## src/rtl/e203_icb_arb2.sv

```systemverilog
// ---------------------------------------------------------------------------
// e203_icb_arb2 : two-master to one-slave ICB arbiter.
//
// Two initiators share one ICB target. Commands are granted round-robin.
// Once a command has been offered to the slave and stalled, the grant locks
// on that master until the command is accepted. The ID of every accepted
// command goes into a small FIFO, and responses are routed back in order to
// the master at the FIFO head.
//
// Ports:
//   clk, rst          clock; asynchronous active-high reset
//   mN_icb_cmd_*      command channel of master N (N = 0, 1)
//   mN_icb_rsp_*      response channel of master N
//   s_icb_cmd_*       muxed command channel to the slave
//   s_icb_rsp_*       response channel from the slave
//   unexp_rsp         sticky flag: slave responded with nothing outstanding
// ---------------------------------------------------------------------------
module e203_icb_arb2 #(
  parameter int AW         = 32,
  parameter int DW         = 32,
  parameter int OUTS_DEPTH = 2
) (
  input  logic            clk,
  input  logic            rst,
  // master 0
  input  logic            m0_icb_cmd_valid,
  output logic            m0_icb_cmd_ready,
  input  logic [AW-1:0]   m0_icb_cmd_addr,
  input  logic            m0_icb_cmd_read,
  input  logic [DW-1:0]   m0_icb_cmd_wdata,
  input  logic [DW/8-1:0] m0_icb_cmd_wmask,
  output logic            m0_icb_rsp_valid,
  input  logic            m0_icb_rsp_ready,
  output logic            m0_icb_rsp_err,
  output logic [DW-1:0]   m0_icb_rsp_rdata,
  // master 1
  input  logic            m1_icb_cmd_valid,
  output logic            m1_icb_cmd_ready,
  input  logic [AW-1:0]   m1_icb_cmd_addr,
  input  logic            m1_icb_cmd_read,
  input  logic [DW-1:0]   m1_icb_cmd_wdata,
  input  logic [DW/8-1:0] m1_icb_cmd_wmask,
  output logic            m1_icb_rsp_valid,
  input  logic            m1_icb_rsp_ready,
  output logic            m1_icb_rsp_err,
  output logic [DW-1:0]   m1_icb_rsp_rdata,
  // slave
  output logic            s_icb_cmd_valid,
  input  logic            s_icb_cmd_ready,
  output logic [AW-1:0]   s_icb_cmd_addr,
  output logic            s_icb_cmd_read,
  output logic [DW-1:0]   s_icb_cmd_wdata,
  output logic [DW/8-1:0] s_icb_cmd_wmask,
  input  logic            s_icb_rsp_valid,
  output logic            s_icb_rsp_ready,
  input  logic            s_icb_rsp_err,
  input  logic [DW-1:0]   s_icb_rsp_rdata,
  output logic            unexp_rsp
);

  // A depth of 1 still needs a 1-bit pointer; wrap is handled explicitly.
  localparam int PW = (OUTS_DEPTH > 1) ? $clog2(OUTS_DEPTH) : 1;
  localparam int CW = $clog2(OUTS_DEPTH) + 1;
  localparam logic [CW-1:0] FULL_CNT = CW'(OUTS_DEPTH);
  localparam logic [CW-1:0] CNT_ONE  = CW'(1);
  localparam logic [PW-1:0] LAST_PTR = PW'(OUTS_DEPTH - 1);
  localparam logic [PW-1:0] PTR_ONE  = PW'(1);

  logic                  r_rr_ptr;
  logic                  r_lock_vld;
  logic                  r_lock_id;
  logic [PW-1:0]         r_wr_ptr;
  logic [PW-1:0]         r_rd_ptr;
  logic [CW-1:0]         r_count;
  logic [OUTS_DEPTH-1:0] r_fifo_id;
  logic                  r_unexp_rsp;

  logic          w_grant_vld;
  logic          w_grant_id;
  logic          w_grant_mvalid;
  logic          w_fifo_full;
  logic          w_fifo_empty;
  logic          w_head_id;
  logic          w_cmd_hsk;
  logic          w_rsp_hsk;
  logic [PW-1:0] w_wr_ptr_nxt;
  logic [PW-1:0] w_rd_ptr_nxt;

  assign w_fifo_full  = (r_count == FULL_CNT);
  assign w_fifo_empty = (r_count == {CW{1'b0}});
  assign w_head_id    = r_fifo_id[r_rd_ptr];
  assign w_cmd_hsk    = s_icb_cmd_valid & s_icb_cmd_ready;
  assign w_rsp_hsk    = s_icb_rsp_valid & s_icb_rsp_ready;
  assign unexp_rsp    = r_unexp_rsp;

  // Grant selection: a stalled command keeps its grant, else round-robin.
  always_comb begin
    w_grant_vld = 1'b0;
    w_grant_id  = 1'b0;
    if (r_lock_vld) begin
      w_grant_vld = 1'b1;
      w_grant_id  = r_lock_id;
    end else if (m0_icb_cmd_valid && m1_icb_cmd_valid) begin
      // rr_ptr holds the last winner, so the other master goes next.
      w_grant_vld = 1'b1;
      w_grant_id  = ~r_rr_ptr;
    end else if (m0_icb_cmd_valid) begin
      w_grant_vld = 1'b1;
      w_grant_id  = 1'b0;
    end else if (m1_icb_cmd_valid) begin
      w_grant_vld = 1'b1;
      w_grant_id  = 1'b1;
    end else begin
      w_grant_vld = 1'b0;
      w_grant_id  = 1'b0;
    end
  end

  // Valid of the currently granted master.
  always_comb begin
    w_grant_mvalid = 1'b0;
    if (w_grant_id) begin
      w_grant_mvalid = m1_icb_cmd_valid;
    end else begin
      w_grant_mvalid = m0_icb_cmd_valid;
    end
  end

  // Command valid/ready gating; a full FIFO stalls both sides of the handshake.
  always_comb begin
    s_icb_cmd_valid  = 1'b0;
    m0_icb_cmd_ready = 1'b0;
    m1_icb_cmd_ready = 1'b0;
    if (!rst && w_grant_vld) begin
      s_icb_cmd_valid = w_grant_mvalid & ~w_fifo_full;
      if (w_grant_id) begin
        m1_icb_cmd_ready = s_icb_cmd_ready & ~w_fifo_full;
      end else begin
        m0_icb_cmd_ready = s_icb_cmd_ready & ~w_fifo_full;
      end
    end else begin
      s_icb_cmd_valid = 1'b0;
    end
  end

  // Command field mux from the granted master.
  always_comb begin
    s_icb_cmd_addr  = m0_icb_cmd_addr;
    s_icb_cmd_read  = m0_icb_cmd_read;
    s_icb_cmd_wdata = m0_icb_cmd_wdata;
    s_icb_cmd_wmask = m0_icb_cmd_wmask;
    if (w_grant_id) begin
      s_icb_cmd_addr  = m1_icb_cmd_addr;
      s_icb_cmd_read  = m1_icb_cmd_read;
      s_icb_cmd_wdata = m1_icb_cmd_wdata;
      s_icb_cmd_wmask = m1_icb_cmd_wmask;
    end else begin
      s_icb_cmd_addr  = m0_icb_cmd_addr;
      s_icb_cmd_read  = m0_icb_cmd_read;
      s_icb_cmd_wdata = m0_icb_cmd_wdata;
      s_icb_cmd_wmask = m0_icb_cmd_wmask;
    end
  end

  // Response routing to the master at the FIFO head; nothing is accepted when empty.
  always_comb begin
    m0_icb_rsp_valid = 1'b0;
    m1_icb_rsp_valid = 1'b0;
    s_icb_rsp_ready  = 1'b0;
    if (!w_fifo_empty) begin
      if (w_head_id) begin
        m1_icb_rsp_valid = s_icb_rsp_valid;
        s_icb_rsp_ready  = m1_icb_rsp_ready;
      end else begin
        m0_icb_rsp_valid = s_icb_rsp_valid;
        s_icb_rsp_ready  = m0_icb_rsp_ready;
      end
    end else begin
      s_icb_rsp_ready = 1'b0;
    end
  end

  // Response payload is broadcast; only the valid line selects the receiver.
  always_comb begin
    m0_icb_rsp_err   = 1'b0;
    m1_icb_rsp_err   = 1'b0;
    m0_icb_rsp_rdata = {DW{1'b0}};
    m1_icb_rsp_rdata = {DW{1'b0}};
    if (!rst) begin
      m0_icb_rsp_err   = s_icb_rsp_err;
      m1_icb_rsp_err   = s_icb_rsp_err;
      m0_icb_rsp_rdata = s_icb_rsp_rdata;
      m1_icb_rsp_rdata = s_icb_rsp_rdata;
    end else begin
      m0_icb_rsp_err = 1'b0;
    end
  end

  // Wrapping next-pointer values for the ID FIFO.
  always_comb begin
    w_wr_ptr_nxt = r_wr_ptr + PTR_ONE;
    w_rd_ptr_nxt = r_rd_ptr + PTR_ONE;
    if (r_wr_ptr == LAST_PTR) begin
      w_wr_ptr_nxt = {PW{1'b0}};
    end else begin
      w_wr_ptr_nxt = r_wr_ptr + PTR_ONE;
    end
    if (r_rd_ptr == LAST_PTR) begin
      w_rd_ptr_nxt = {PW{1'b0}};
    end else begin
      w_rd_ptr_nxt = r_rd_ptr + PTR_ONE;
    end
  end

  // Round-robin pointer and lock-until-accept state.
  always_ff @(posedge clk or posedge rst) begin
    if (rst) begin
      r_rr_ptr   <= 1'b0;
      r_lock_vld <= 1'b0;
      r_lock_id  <= 1'b0;
    end else if (w_cmd_hsk) begin
      r_rr_ptr   <= w_grant_id;
      r_lock_vld <= 1'b0;
    end else if (s_icb_cmd_valid) begin
      // Offered but stalled: pin the grant so the slave sees a stable command.
      r_lock_vld <= 1'b1;
      r_lock_id  <= w_grant_id;
    end else begin
      r_lock_vld <= r_lock_vld;
    end
  end

  // Outstanding-ID FIFO: push on command handshake, pop on response handshake.
  always_ff @(posedge clk or posedge rst) begin
    if (rst) begin
      r_wr_ptr  <= {PW{1'b0}};
      r_rd_ptr  <= {PW{1'b0}};
      r_count   <= {CW{1'b0}};
      r_fifo_id <= {OUTS_DEPTH{1'b0}};
    end else begin
      if (w_cmd_hsk) begin
        r_fifo_id[r_wr_ptr] <= w_grant_id;
        r_wr_ptr            <= w_wr_ptr_nxt;
      end else begin
        r_wr_ptr <= r_wr_ptr;
      end
      if (w_rsp_hsk) begin
        r_rd_ptr <= w_rd_ptr_nxt;
      end else begin
        r_rd_ptr <= r_rd_ptr;
      end
      case ({w_cmd_hsk, w_rsp_hsk})
        2'b10:   r_count <= r_count + CNT_ONE;
        2'b01:   r_count <= r_count - CNT_ONE;
        default: r_count <= r_count;
      endcase
    end
  end

  // Sticky flag for a response arriving with nothing outstanding.
  always_ff @(posedge clk or posedge rst) begin
    if (rst) begin
      r_unexp_rsp <= 1'b0;
    end else if (s_icb_rsp_valid && w_fifo_empty) begin
      r_unexp_rsp <= 1'b1;
    end else begin
      r_unexp_rsp <= r_unexp_rsp;
    end
  end

endmodule
```

## config.mk

```make
export PLATFORM = sky130hd
export DESIGN_NAME = e203_icb_arb2
export DESIGN_NICKNAME = d
export VERILOG_FILES = /design/src/rtl/e203_icb_arb2.sv
export SDC_FILE = /design/constraint.sdc
export NUM_CORES = 1
export LEC_CHECK = 0
export ABC_AREA = 1
export CAP_MARGIN = 20
export CORE_AREA = 2 2 125 127
export CTS_CLUSTER_SIZE = 12
export DETAILED_ROUTE_END_ITERATION = 12
export DIE_AREA = 0 0 127 129
export GPL_TIMING_DRIVEN = 0
export PLACE_DENSITY = 0.57
export SYNTH_ARGS = -nofsm -noshare
export SYNTH_HDL_FRONTEND = slang
export SYNTH_SLANG_ARGS = --single-unit
```

## constraint.sdc

```tcl
create_clock -name clk -period 2 [get_ports clk]
set_input_delay 0.5 -clock clk [delete_from_list [all_inputs] [get_ports clk]]
set_output_delay 0.5 -clock clk [all_outputs]
set_load 0.05 [all_outputs]
```

==> results of run 1 <==
worst paths after layout:
| path | to | start | cells past startpoint |
|---|---|---|---|
| setup / recovery | s_icb_cmd_addr[16] | r_lock_vld | 10 |
| hold / removal | unexp_rsp | unexp_rsp | 1 |
| setup reg to reg | r_count[1] | r_lock_vld | 11 |
| hold reg to reg | unexp_rsp | unexp_rsp | 1 |
| max in group asynchronous | r_fifo_id[1] | rst | 3 |
| min in group asynchronous | r_rd_ptr | rst | 3 |
logic make-up (layout without fill, tap and decap cells):
| group | after synthesis | count (layout) | share of synthesized area [%] |
|---|---|---|---|
| buffers and inverters | 102 | 452 | 26.6 |
| and+or+nand+nor | 285 | 285 | 56.8 |
| AOI/OAI and AO/OA | 7 | 7 | 2.57 |
| adders and majority gates | 1 | 1 | 0.628 |
| xor gates and xnor gates | 2 | 2 | 0.879 |
| DFF | 10 | 10 | 12.6 |
cell type report:
type                       instances  area share [%]
buffer                            53            7.70
clock buffer                       4            1.26
inverter                          49            2.72
multi-input combinational        295            28.6
sequential                        10            3.55
tap                              188            3.34
timing repair buffer             346            52.8
cells in the final DEF (no fill, tap or decap), drive strengths merged, types with 2 or more instances in the layout:
| cell | synthesis | layout |
|---|---|---|
| clkbuf | 1 | 24 |
| buf | 52 | 198 |
| inv | 49 | 49 |
| a21oi | 2 | 2 |
| clkdlybuf4s18 | 0 | 2 |
| nand3 | 7 | 7 |
| clkdlybuf4s50 | 0 | 175 |
| clkdlybuf4s15 | 0 | 4 |
| nor3 | 2 | 2 |
| nor2 | 41 | 41 |
| o21ai | 3 | 3 |
| xnor2 | 2 | 2 |
| nand4 | 5 | 5 |
| dfrtp | 10 | 10 |
| nand2 | 230 | 230 |
power groups by stage:
stage	clock network, mW	registers, mW	logic, mW
after floorplan	0	0.350	3.94
after global routing	0.418	0.386	9.56
after CTS	0.405	0.371	7.78
final	0.400	0.373	9.16
after global placement	0	0.365	6.17
after detailed placement	0	0.366	6.19
metal layers:
metal	global-route usage, %	part of all wire, %
met1	15.6	35
met2	29.2	55
met3	4.16	8.7
met4	1.36	0.76
met5	0	0
what timing repair did:
action | in CTS | in global routing
resized for setup | 938 | 254
hold endpoints to repair | 0 | 0
buffers inserted | 8 | 5
gates cloned | 7 | 8
pin swaps | 26 | 68
setup endpoints to repair | 142 | 109
per-stage QoR:
step / setup WS [ns] / instances / area, sq um
2_1_floorplan: -0.189 / 407 / 2190
3_5_place_dp: -1.36 / 913 / 5610
3_3_place_gp: -1.35 / 913 / 5610
5_1_grt: -0.167 / 945 / 7050
6_report: -0.0986 / 945 / 7050
4_1_cts: -0.122 / 932 / 6250
registers in the layout, indices dropped and copies added, names as in the netlist:
signal and count:
r_fifo_id 2, r_wr_ptr 1, r_lock_vld 1, r_rr_ptr 1
unexp_rsp 1, r_lock_id 1, r_count 2, r_rd_ptr 1
==> results_tabular.tex, run 1 <==
\begin{tabular}{lr}
\hline
Metric & Value \\
\hline
\multicolumn{2}{l}{\textbf{Drt}} \\
\quad Sum of routed wire length over all layers & 14.1 mm \\
\quad Initial DRC Count & 62 \\
\quad Number of search-and-repair iterations in the first detailed-routing pass & 6 \\
\quad Routed vias/inst & between 3 and 4 \\
\quad Total number of vias & 3683 \\
\quad Post-route antenna net violation count & 0 \\
\quad WL/cell & 14.9 um \\
\quad DRC violations left & 0 \\
\multicolumn{2}{l}{\textbf{Global route}} \\
\quad Largest net degree at the start of global routing & 11 \\
\quad Antenna violations before repair & 0 \\
\quad Number of global-route vias before repair & around 3400 \\
\quad Global-route wire length before repair & 18.6 mm \\
\quad Total routing resource utilization after global routing & 14.6\% \\
\quad GR Overflow Total & 0 \\
\multicolumn{2}{l}{\textbf{Clocking}} \\
\quad Worst-skew pair later-pin latency & roughly 0.24 ns \\
\quad Count of hold buffers inserted by post-cts repair & 0 \\
\quad Clock edge transition at the registers on the reported setup and hold paths & 0.04 ns \\
\quad Deepest level of the CTS H-tree & 1 \\
\quad Clock buffer count from CTS & 3 \\
\quad Clk sink count & 10 \\
\quad Clock tree buffer depth & 2 \\
\quad Clock root buffer master & clkbuf\_16 \\
\quad Clock tree from TritonCTS & done \\
\multicolumn{2}{l}{\textbf{Synth}} \\
\quad Mapped Nets & slightly below 600 \\
\quad Post-synthesis average cell area & 4.90 sq um \\
\quad Top post-synthesis cells by area & nand2\_1 (43\%), buf\_4 (13\%), dfrtp\_1 (13\%) \\
\quad Number of synthesized flops with an enable pin & 0 \\
\quad Library cell with the largest summed area after synthesis & nand2\_1 \\
\quad Number of cells produced by synthesis & 407 \\
\quad Proportion of synthesized flip-flops having asynchronous set or reset & 100\% \\
\quad Most frequent cell after synthesis & nand2\_1 \\
\quad Number of unique standard cell types used by synthesis & 23 \\
\quad Sequential element share of the synthesized area & 12.6\% \\
\quad Synth Register Bits & 10 \\
\quad Synthesized area & between 1500 and 2000 sq um \\
\quad Synth top area share & a little over two fifths \\
\quad Prevailing post-synth register cell & dfrtp\_1 \\
\quad Top cell types by occurrence after synthesis & nand2\_1 (228), inv\_1 (47), nor2\_1 (40), buf\_4 (34), buf\_2 (15) \\
\quad Warning count from the yosys run & 0 \\
\multicolumn{2}{l}{\textbf{Critical path}} \\
\quad Cell at the slowest stage of the critical path & dfrtp\_1 \\
\quad Critical path's largest stage delay & 0.39 ns \\
\quad Crit path max-delay family & buffers and inverters \\
\quad Required time at the endpoint of the critical path & approximately 1.5 ns \\
\quad FF-to-FF setup slack & 0.12 ns \\
\quad Setup crit start kind & register \\
\quad Critical path fanouts, max & 7 \\
\quad Signal arrival time at the worst endpoint & roughly 1.6 ns \\
\quad Setup Crit Path Kind & reg -> out \\
\quad Cell breakdown of the critical path & inv\_2, nand3\_4, nand2\_4, buf\_6, inv\_8, buf\_12, clkbuf\_16, nand2\_2, nand2\_2, buf\_6 \\
\quad Kind of end point of the critical path & output port \\
\quad Sum of buffers and inverters on the critical path & 6 \\
\multicolumn{2}{l}{\textbf{Power and ir drop}} \\
\quad Switch Pwr & 5.37 mW \\
\quad Static leakage power & 3.53 nW \\
\quad Ratio of total power to cell area & 1410 nW/um\^{}2 \\
\quad Clock network fraction of total power & $\sim$4\% \\
\quad Largest vdd supply drop & 0.843 mV \\
\quad Overall Power & 9.93 mW \\
\quad Internal power consumption & 4.56 mW \\
\quad Sequential cell fraction of total power & around 3.8\% \\
\quad Proportion of power drawn by combinational gates & 92.2\% \\
\quad Net switching share of the total power & 54.1\% \\
\multicolumn{2}{l}{\textbf{Cells and area}} \\
\quad Antenna diode count & 0 \\
\quad Sequential cell area & 250 sq um \\
\quad Area taken by multi-input logic gates & 2020 sq um \\
\quad Layout-stage area growth over the synthesis result & 254\% \\
\quad Final \#Nets & around 940 \\
\quad Share of layout cells above drive strength 1 & about 58\% \\
\quad Filler cells & 1503 \\
\quad Final Util & a little under half \\
\multicolumn{2}{l}{\textbf{STA}} \\
\quad Transition at the pin with the smallest max-transition slack & 0.495 ns \\
\quad Final critical-path setup slack & -0.0986 ns \\
\quad Maximum clock rate & 477 MHz \\
\quad Relative max-transition margin & 66.9\% \\
\quad Crit share post-route & 105\% \\
\quad Clock skew & just under 0.001 ns \\
\quad Count of final max-slew check failures & 0 \\
\quad Shortest period the worst path allows & around 2.1 ns \\
\quad Final Hold Viols & 0 \\
\quad Setup repair after global routing missed its margin & true \\
\quad Number of endpoints failing setup at the final stage & 70 \\
\quad Post-Route Setup TNS & -5.13 ns \\
\quad Worst hold slack & roughly 0.47 ns \\
\multicolumn{2}{l}{\textbf{Die}} \\
\quad Die ar. & 16400 sq um \\
\quad Die Y-Extent & 129 um \\
\quad Starting Density & 13.3\% \\
\quad Ports & between 300 and 400 \\
\quad X dimension of the die & 127 um \\
\quad Placeable Area & 15000 sq um \\
\quad Floorplan row count & 45 \\
\multicolumn{2}{l}{\textbf{Flow run}} \\
\quad Maxcap violations & 0 \\
\multicolumn{2}{l}{\textbf{Status}} \\
\quad Violated checks & setup timing \\
\quad Outcome & finished, violations left \\
\multicolumn{2}{l}{\textbf{Placement}} \\
\quad DP Wirelength & about 11 mm \\
\quad Number of buffers inserted by port buffering & approximately 320 \\
\quad Routability cong. & 0.760 \\
\multicolumn{2}{l}{\textbf{Worst hold path}} \\
\quad Class of the tightest hold or removal check & reg -> reg \\
\hline
\end{tabular}
Power figures use the tool's default switching activity.
==> run 2, diff against run 1 <==
- CORE_AREA: 2 2 125 127 -> 2 2 126 128
- DIE_AREA: 0 0 127 129 -> 0 0 128 130
- PLACE_DENSITY: 0.57 -> 0.58
- clock period: 2 -> 1.8 ns (I/O delays scaled with it)
==> run 2 against run 1 <==
Effect of this change: the flow still finishes with violations (setup timing); combinational power increased by 8.7%; wire length down 3.5%; sequential share of layout area decreased by 0.13 points; global-route usage is 0.47 points lower; power increased by 9.1%; clock power is 9.5% higher; non-clock buffer count fell by 8; clock skew increased by 0.00079 ns; utilization increased by 0.62 points; largest power group unchanged.
==> results_tabular.tex, run 2 (synthesis results as in run 1) <==
\begin{tabular}{lr}
\hline
Metric & Value \\
\hline
\multicolumn{2}{l}{\textbf{Cells and area}} \\
\quad Share of layout cells above drive strength 1 & 54.1\% (was 58.0\%) \\
\quad Final Util & 47.7\% (was 47.1\%) \\
\quad Most frequent standard cell in the layout excluding fill and tap cells & clkdlybuf4s50\_1 (unchanged) \\
\quad Leading cell types in the layout, fill and taps excluded & clkdlybuf4s50\_1 (159), nand2\_1 (108), buf\_8 (97), nand2\_2 (85), buf\_6 (45) (was clkdlybuf4s50\_1 (175), nand2\_2 (131), nand2\_1 (64), buf\_8 (60), buf\_4 (52)) \\
\quad Final \#Nets & 931 (was 938) \\
\quad Antenna diode count & 0 (unchanged) \\
\quad Post-route standard cell area excluding fillers & 7360 sq um (was 7050 sq um) \\
\quad Layout-stage area growth over the synthesis result & 269\% (was 254\%) \\
\quad Largest registers in the final layout & r\_count: 2 flops, r\_fifo\_id: 2 flops (unchanged) \\
\multicolumn{2}{l}{\textbf{STA}} \\
\quad Number of endpoints failing setup at the final stage & 72 (was 70) \\
\quad Clock skew & 0.00178 ns (was 0.000990 ns) \\
\quad Relative max-transition margin & 66.1\% (was 66.9\%) \\
\quad Final Hold Viols & 0 (unchanged) \\
\quad Setup repair after global routing missed its margin & true (unchanged) \\
\quad Crit share post-route & 112\% \\
\quad Transition at the pin with the smallest max-transition slack & 0.510 ns (was 0.495 ns) \\
\quad Maximum clock rate & between 400 and 500 MHz \\
\quad Shortest period the worst path allows & between 2 and 2.5 ns \\
\quad Final critical-path setup slack & -0.217 ns (was -0.0986 ns) \\
\quad Count of final max-slew check failures & 0 (unchanged) \\
\multicolumn{2}{l}{\textbf{Die}} \\
\quad Die Y-Extent & 130 um (was 129 um) \\
\quad Ports & 321 (unchanged) \\
\quad X dimension of the die & 128 um (was 127 um) \\
\quad Starting Density & 12.9\% (was 13.3\%) \\
\quad Placeable Area & 15400 sq um (was 15000 sq um) \\
\quad Floorplan row count & 46 (was 45) \\
\quad Die ar. & 16600 sq um (was 16400 sq um) \\
\multicolumn{2}{l}{\textbf{Critical path}} \\
\quad Kind of end point of the critical path & output port (unchanged) \\
\quad Critical path fanouts, max & 10 (was 7) \\
\quad Required time at the endpoint of the critical path & 1.35 ns (was 1.50 ns) \\
\quad Most frequent cell on the critical path & buf\_8 \\
\quad Cell at the slowest stage of the critical path & dfrtp\_1 (unchanged) \\
\quad Signal arrival time at the worst endpoint & 1.57 ns (was 1.60 ns) \\
\quad Setup crit start kind & register (unchanged) \\
\quad Setup Crit Path Kind & reg -> out (unchanged) \\
\quad Cell breakdown of the critical path & nand2\_2, nand3\_4, nand2\_4, buf\_8, inv\_8, buf\_8, nand2\_1, nand2\_4, buf\_8 (was inv\_2, nand3\_4, nand2\_4, buf\_6, inv\_8, buf\_12, clkbuf\_16, nand2\_2, nand2\_2, buf\_6) \\
\quad Critical path's largest stage delay & 0.40 ns (was 0.39 ns) \\
\multicolumn{2}{l}{\textbf{Placement}} \\
\quad Routability cong. & 0.766 (was 0.760) \\
\quad DP Wirelength & 10.6 mm (was 10.8 mm) \\
\quad Placement Cell Area & 5890 sq um (was 5610 sq um) \\
\quad DP Worst Slack & -1.45 ns (was -1.36 ns) \\
\quad Number of buffers inserted by port buffering & 318 (unchanged) \\
\multicolumn{2}{l}{\textbf{Power and ir drop}} \\
\quad Static leakage power & 3.68 nW (was 3.53 nW) \\
\quad Ratio of total power to cell area & 1470 nW/um\^{}2 (was 1410 nW/um\^{}2) \\
\quad Largest vdd supply drop & 0.825 mV (was 0.843 mV) \\
\multicolumn{2}{l}{\textbf{Drt}} \\
\quad WL/cell & 14.4 um (was 14.9 um) \\
\quad DRC violations left & 0 (unchanged) \\
\quad Routed vias/inst & 3.77 (was 3.90) \\
\quad Number of search-and-repair iterations in the first detailed-routing pass & 4 (was 6) \\
\quad Total number of vias & 3548 (was 3683) \\
\quad Post-route antenna net violation count & 0 (unchanged) \\
\quad Initial DRC Count & 109 (was 62) \\
\quad Sum of routed wire length over all layers & 13.6 mm (was 14.1 mm) \\
\multicolumn{2}{l}{\textbf{Clocking}} \\
\quad Clock root buffer master & clkbuf\_16 (unchanged) \\
\quad Clock buffer count from CTS & 3 (unchanged) \\
\quad Clock tree buffer depth & 2 (unchanged) \\
\quad Clock edge transition at the registers on the reported setup and hold paths & 0.04 ns (about the same) \\
\quad Worst-skew pair later-pin latency & 0.23 ns (was 0.24 ns) \\
\quad Count of hold buffers inserted by post-cts repair & 0 (unchanged) \\
\quad Clock tree from TritonCTS & done (unchanged) \\
\quad Deepest level of the CTS H-tree & 1 (unchanged) \\
\quad Clk sink count & 10 (unchanged) \\
\multicolumn{2}{l}{\textbf{Global route}} \\
\quad GR Overflow Total & 0 (unchanged) \\
\quad Antenna violations before repair & 1 (was 0) \\
\quad Largest net degree at the start of global routing & 11 (unchanged) \\
\quad Number of global-route vias before repair & 3348 (was 3417) \\
\quad Global-route wire length before repair & 18.6 mm (about the same) \\
\quad Total routing resource utilization after global routing & 14.1\% (was 14.6\%) \\
\multicolumn{2}{l}{\textbf{Flow run}} \\
\quad Maxcap violations & 0 (unchanged) \\
\multicolumn{2}{l}{\textbf{Worst hold path}} \\
\quad Class of the tightest hold or removal check & reg -> reg (unchanged) \\
\multicolumn{2}{l}{\textbf{Status}} \\
\quad Violated checks & setup timing (unchanged) \\
\quad Outcome & finished, violations left (unchanged) \\
\hline
\end{tabular}
## run 2: cell types whose count changed in the layout (fill, tap and decap cells not counted), moves of 11 or more
| cell | before | now |
|---|---|---|
| buf_6 | 34 | 45 |
| buf_2 | 42 | 8 |
| nand2_2 | 131 | 85 |
| nand2_1 | 64 | 108 |
| clkdlybuf4s50_1 | 175 | 159 |
| buf_8 | 60 | 97 |
| dlymetal6s2s_1 | 0 | 13 |
| buf_4 | 52 | 39 |
## run 2: per-stage QoR
| step | power [mW] | cells | TNS (ns) | hold WS, ns |
|---|---|---|---|---|
| 5_1_grt | 11.4 | 942 | -19.11 | 0.498 |
| 6_report | 10.8 | 942 | -12.75 | 0.469 |
| 2_1_floorplan | 5.09 | 407 | -2.67 | 0.441 |
| 4_1_cts | 9.79 | 933 | -14.78 | 0.479 |
| 3_3_place_gp | 7.48 | 917 | -136.14 | 0.462 |
| 3_5_place_dp | 7.49 | 917 | -138.05 | 0.467 |
## run 2: per-layer routing
metal	vias up	GRT usage, %	share of wire (%)
li1	1855	-	-
met5	-	0	0.096
met1	1576	19.1	42
met3	8	2.62	5.0
met4	2	1.87	0.68
met2	107	24.1	53
## run 2: where the power goes
part           switching, mW  internal, mW
Sequential             0.110         0.327
Combinational           5.62          4.34
Clock                  0.104         0.334
Total                   5.83          5.00
## run 2: worst paths after layout
kind | startpoint | endpoint | slack [ns] | cells after the start
max reg2reg | r_count[1] | r_count[1] | 0.02 | 9
max | r_rr_ptr | s_icb_cmd_wdata[28] | -0.22 | 9
min reg2reg | unexp_rsp | unexp_rsp | 0.47 | 1
max in group asynchronous | rst | r_count[0] | 1.01 | 3
min in group asynchronous | rst | r_count[1] | 0.49 | 3
min | unexp_rsp | unexp_rsp | 0.47 | 1
## run 2: cell type report
class	instances	area, sq um
buffer	52	611
inverter	49	196
fill	1494	8070
timing repair inverter	1	11.3
timing repair buffer	339	3970
tap	192	240
clock buffer	4	88.8
sequential	10	251
multi-input combinational	295	1990
## run 2: critical path: cells and delay by family (launching register included)
kind	cells	cell delay, ns
buffers and inverters	4	0.49
AND/OR/NAND/NOR	5	0.44
flip-flops	1	0.40
## run 2: what timing repair did
action | 4_1_cts | 5_1_grt
setup endpoints to repair | 144 | 122
resized for setup | 1076 | 174
cloned | 4 | 7
buffers inserted | 9 | 2
pin swaps | 18 | 47
==> run 3, diff against run 2 <==
- GPL_TIMING_DRIVEN: 0 -> 1
==> run 3 against run 2 <==
Effect of this change: critical endpoint is now s_icb_cmd_addr[30]; via count is 2.9% lower; clock power shrank 12%; clock skew about the same; critical path depth stayed put; flip-flop and latch count unchanged; sequential share of layout area about the same; cell count fell by 2.8%; first-iteration DRC count shrank 33%; wire length fell by 4.0%; the flow still finishes with violations (setup timing); clock-buffer cell count down 1; sequential power decreased by 2%; utilization rose by 0.13 points.
==> results_tabular.tex, run 3 (synthesis results as in run 1) <==
\begin{tabular}{lr}
\hline
Metric & Value \\
\hline
\multicolumn{2}{l}{\textbf{STA}} \\
\quad Relative max-transition margin & 74.1\% (was 66.1\%) \\
\quad Setup repair after global routing missed its margin & true (unchanged) \\
\quad Number of endpoints failing setup at the final stage & 72 (unchanged) \\
\quad Count of final max-slew check failures & 0 (unchanged) \\
\quad Final Hold Viols & 0 (unchanged) \\
\quad Post-Route Setup TNS & -12.08 ns (was -12.75 ns) \\
\quad Shortest period the worst path allows & 2.01 ns (was 2.02 ns) \\
\quad Final critical-path setup slack & -0.210 ns (was -0.217 ns) \\
\quad Transition at the pin with the smallest max-transition slack & 0.388 ns (was 0.510 ns) \\
\quad Crit share post-route & 112\% (about the same) \\
\quad Worst hold slack & 0.413 ns (was 0.469 ns) \\
\quad Maximum clock rate & 497 MHz (was 496 MHz) \\
\quad Clock skew & 0.00188 ns (was 0.00178 ns) \\
\multicolumn{2}{l}{\textbf{Drt}} \\
\quad Routed vias/inst & 3.76 (was 3.77) \\
\quad Initial DRC Count & 73 (was 109) \\
\quad Total number of vias & 3444 (was 3548) \\
\quad Sum of routed wire length over all layers & 13.1 mm (was 13.6 mm) \\
\quad WL/cell & 14.3 um (was 14.4 um) \\
\quad Number of search-and-repair iterations in the first detailed-routing pass & 4 (unchanged) \\
\quad Post-route antenna net violation count & 0 (unchanged) \\
\quad DRC violations left & 0 (unchanged) \\
\multicolumn{2}{l}{\textbf{Critical path}} \\
\quad Launch instance of the worst register-to-register path & r\_rd\_ptr (was r\_count[1]) \\
\quad Cell breakdown of the critical path & inv\_2, nand3\_4, nand2\_4, buf\_6, inv\_12, buf\_12, nand2\_1, nand2\_2, buf\_12 (was nand2\_2, nand3\_4, nand2\_4, buf\_8, inv\_8, buf\_8, nand2\_1, nand2\_4, buf\_8) \\
\quad Required time at the endpoint of the critical path & 1.35 ns (about the same) \\
\quad Critical path fanouts, max & 12 (was 10) \\
\quad Launching element of the worst setup path & r\_lock\_vld (was r\_rr\_ptr) \\
\quad Cell at the slowest stage of the critical path & dfrtp\_1 (unchanged) \\
\quad Setup Crit Path Kind & reg -> out (unchanged) \\
\quad Signal arrival time at the worst endpoint & 1.56 ns (was 1.57 ns) \\
\quad Critical path's largest stage delay & 0.40 ns (about the same) \\
\quad Crit path max-delay family & buffers and inverters (unchanged) \\
\quad Sum of buffers and inverters on the critical path & 5 (was 4) \\
\quad Kind of end point of the critical path & output port (unchanged) \\
\quad Setup crit start kind & register (unchanged) \\
\quad Most frequent cell on the critical path & buf\_12 (was buf\_8) \\
\multicolumn{2}{l}{\textbf{Clocking}} \\
\quad Clock edge transition at the registers on the reported setup and hold paths & 0.04 ns (about the same) \\
\quad Deepest level of the CTS H-tree & 1 (unchanged) \\
\quad Clk sink count & 10 (unchanged) \\
\quad Clock root buffer master & clkbuf\_16 (unchanged) \\
\quad Clock tree from TritonCTS & done (unchanged) \\
\quad Worst-skew pair later-pin latency & 0.23 ns (about the same) \\
\quad Clock tree buffer depth & 2 (unchanged) \\
\quad Count of hold buffers inserted by post-cts repair & 0 (unchanged) \\
\quad Clock buffer count from CTS & 3 (unchanged) \\
\multicolumn{2}{l}{\textbf{Placement}} \\
\quad Routability cong. & 0.796 (was 0.766) \\
\quad DP Wirelength & 10.7 mm (was 10.6 mm) \\
\quad DP Worst Slack & -0.524 ns (was -1.45 ns) \\
\quad Post-Place Cells & 901 (was 917) \\
\quad Number of buffers inserted by port buffering & 320 (was 318) \\
\multicolumn{2}{l}{\textbf{Worst hold path}} \\
\quad Class of the tightest hold or removal check & in -> async (was reg -> reg) \\
\multicolumn{2}{l}{\textbf{Cells and area}} \\
\quad Layout-stage area growth over the synthesis result & 270\% (was 269\%) \\
\quad Final \#Nets & 906 (was 931) \\
\quad Largest registers in the final layout & r\_count: 2 flops, r\_fifo\_id: 2 flops (unchanged) \\
\quad Leading cell types in the layout, fill and taps excluded & clkdlybuf4s50\_1 (170), nand2\_1 (115), buf\_12 (112), nand2\_2 (96), buf\_4 (66) (was clkdlybuf4s50\_1 (159), nand2\_1 (108), buf\_8 (97), nand2\_2 (85), buf\_6 (45)) \\
\quad Share of layout cells above drive strength 1 & 50.8\% (was 54.1\%) \\
\quad Post-Layout Cell Count & 916 (was 942) \\
\quad Most frequent standard cell in the layout excluding fill and tap cells & clkdlybuf4s50\_1 (unchanged) \\
\quad Antenna diode count & 0 (unchanged) \\
\quad Final Util & 47.8\% (was 47.7\%) \\
\multicolumn{2}{l}{\textbf{Flow run}} \\
\quad Maxcap violations & 0 (unchanged) \\
\multicolumn{2}{l}{\textbf{Die}} \\
\quad Ports & 321 (unchanged) \\
\quad Starting Density & 12.9\% (unchanged) \\
\quad Die ar. & 16600 sq um (unchanged) \\
\quad X dimension of the die & 128 um (unchanged) \\
\quad Floorplan row count & 46 (unchanged) \\
\quad Placeable Area & 15400 sq um (unchanged) \\
\quad Die Y-Extent & 130 um (unchanged) \\
\multicolumn{2}{l}{\textbf{Global route}} \\
\quad Largest net degree at the start of global routing & 22 (was 11) \\
\quad Total routing resource utilization after global routing & 14.2\% (was 14.1\%) \\
\quad Number of global-route vias before repair & 3286 (was 3348) \\
\quad Antenna violations before repair & 0 (was 1) \\
\quad Global-route wire length before repair & 18.5 mm (was 18.6 mm) \\
\quad GR Overflow Total & 0 (unchanged) \\
\multicolumn{2}{l}{\textbf{Status}} \\
\quad Violated checks & setup timing (unchanged) \\
\quad Outcome & finished, violations left (unchanged) \\
\multicolumn{2}{l}{\textbf{Power and ir drop}} \\
\quad Sequential cell fraction of total power & 3.9\% (was 4.0\%) \\
\quad Clock network fraction of total power & 3.5\% (was 4.0\%) \\
\quad Largest vdd supply drop & 0.846 mV (was 0.825 mV) \\
\quad Ratio of total power to cell area & 1510 nW/um\^{}2 (was 1470 nW/um\^{}2) \\
\quad Internal power consumption & 5.39 mW (was 5.00 mW) \\
\quad Net switching share of the total power & 51.5\% (was 53.9\%) \\
\quad Proportion of power drawn by combinational gates & 92.7\% (was 91.9\%) \\
\quad Static leakage power & 3.49 nW (was 3.68 nW) \\
\quad Switch Pwr & 5.74 mW (was 5.83 mW) \\
\hline
\end{tabular}
-- run 3: through the flow --
step / area, sq um / power, mW
floorplan: 2470 / 5.09
global placement: 6760 / 9.75
detailed placement: 6760 / 9.77
CTS: 7190 / 10.9
global route: 7380 / 11.6
finish: 7380 / 11.1
-- run 3: routing by layer --
| metal | up-vias | GRT usage [%] | part of all wire [%] |
|---|---|---|---|
| met2 | 101 | 24.4 | 53 |
| met3 | 4 | 2.62 | 5.0 |
| met5 | - | 0 | 0 |
| met1 | 1546 | 19.2 | 42 |
| li1 | 1793 | - | - |
| met4 | 0 | 1.62 | 0.47 |
-- run 3: worst paths after layout --
| check | endpoint | slack (ns) | depth (start not counted) |
|---|---|---|---|
| worst max-delay path | s_icb_cmd_addr[30] | -0.21 | 9 |
| worst min-delay path | r_wr_ptr | 0.41 | 3 |
| worst max register to register | r_rd_ptr | 0.09 | 13 |
| worst min register to register | unexp_rsp | 0.48 | 1 |
| max in group asynchronous | r_count[0] | 1.09 | 3 |
| min in group clk | unexp_rsp | 0.48 | 1 |
-- run 3: area by class of cell --
type / count / area, sq um
Clock buffer: 3 / 75.1
Fill cell: 1433 / 8050
Inverter: 49 / 196
Multi-Input combinational cell: 295 / 1890
Sequential cell: 10 / 251
Tap cell: 192 / 240
Timing Repair Buffer: 367 / 4720
-- run 3: power by group through the flow --
stage	registers (mW)	clock network, mW	logic [mW]
2_1_floorplan	0.391	0	4.70
3_3_place_gp	0.420	0	9.33
3_5_place_dp	0.414	0	9.35
4_1_cts	0.425	0.390	10.1
5_1_grt	0.447	0.401	10.8
6_report	0.430	0.385	10.3
-- run 3: worst register-to-register path, stage by stage, from the launching register on --
cell,delay (ns)
dfrtp_1,0.38
inv_2,0.10
nand2_2,0.08
o21ai_2,0.09
nand2_2,0.09
buf_4,0.14
buf_4,0.12
buf_4,0.12
buf_4,0.12
buf_4,0.12
buf_4,0.12
nand4_1,0.07
nand2_1,0.06
nand2_1,0.06
-- run 3: what timing repair did --
item,in CTS,in global routing
endpoints found under the setup margin,77,88
resized for setup,71,52
cloned,4,1
setup buffers,8,0
pin swaps,8,14
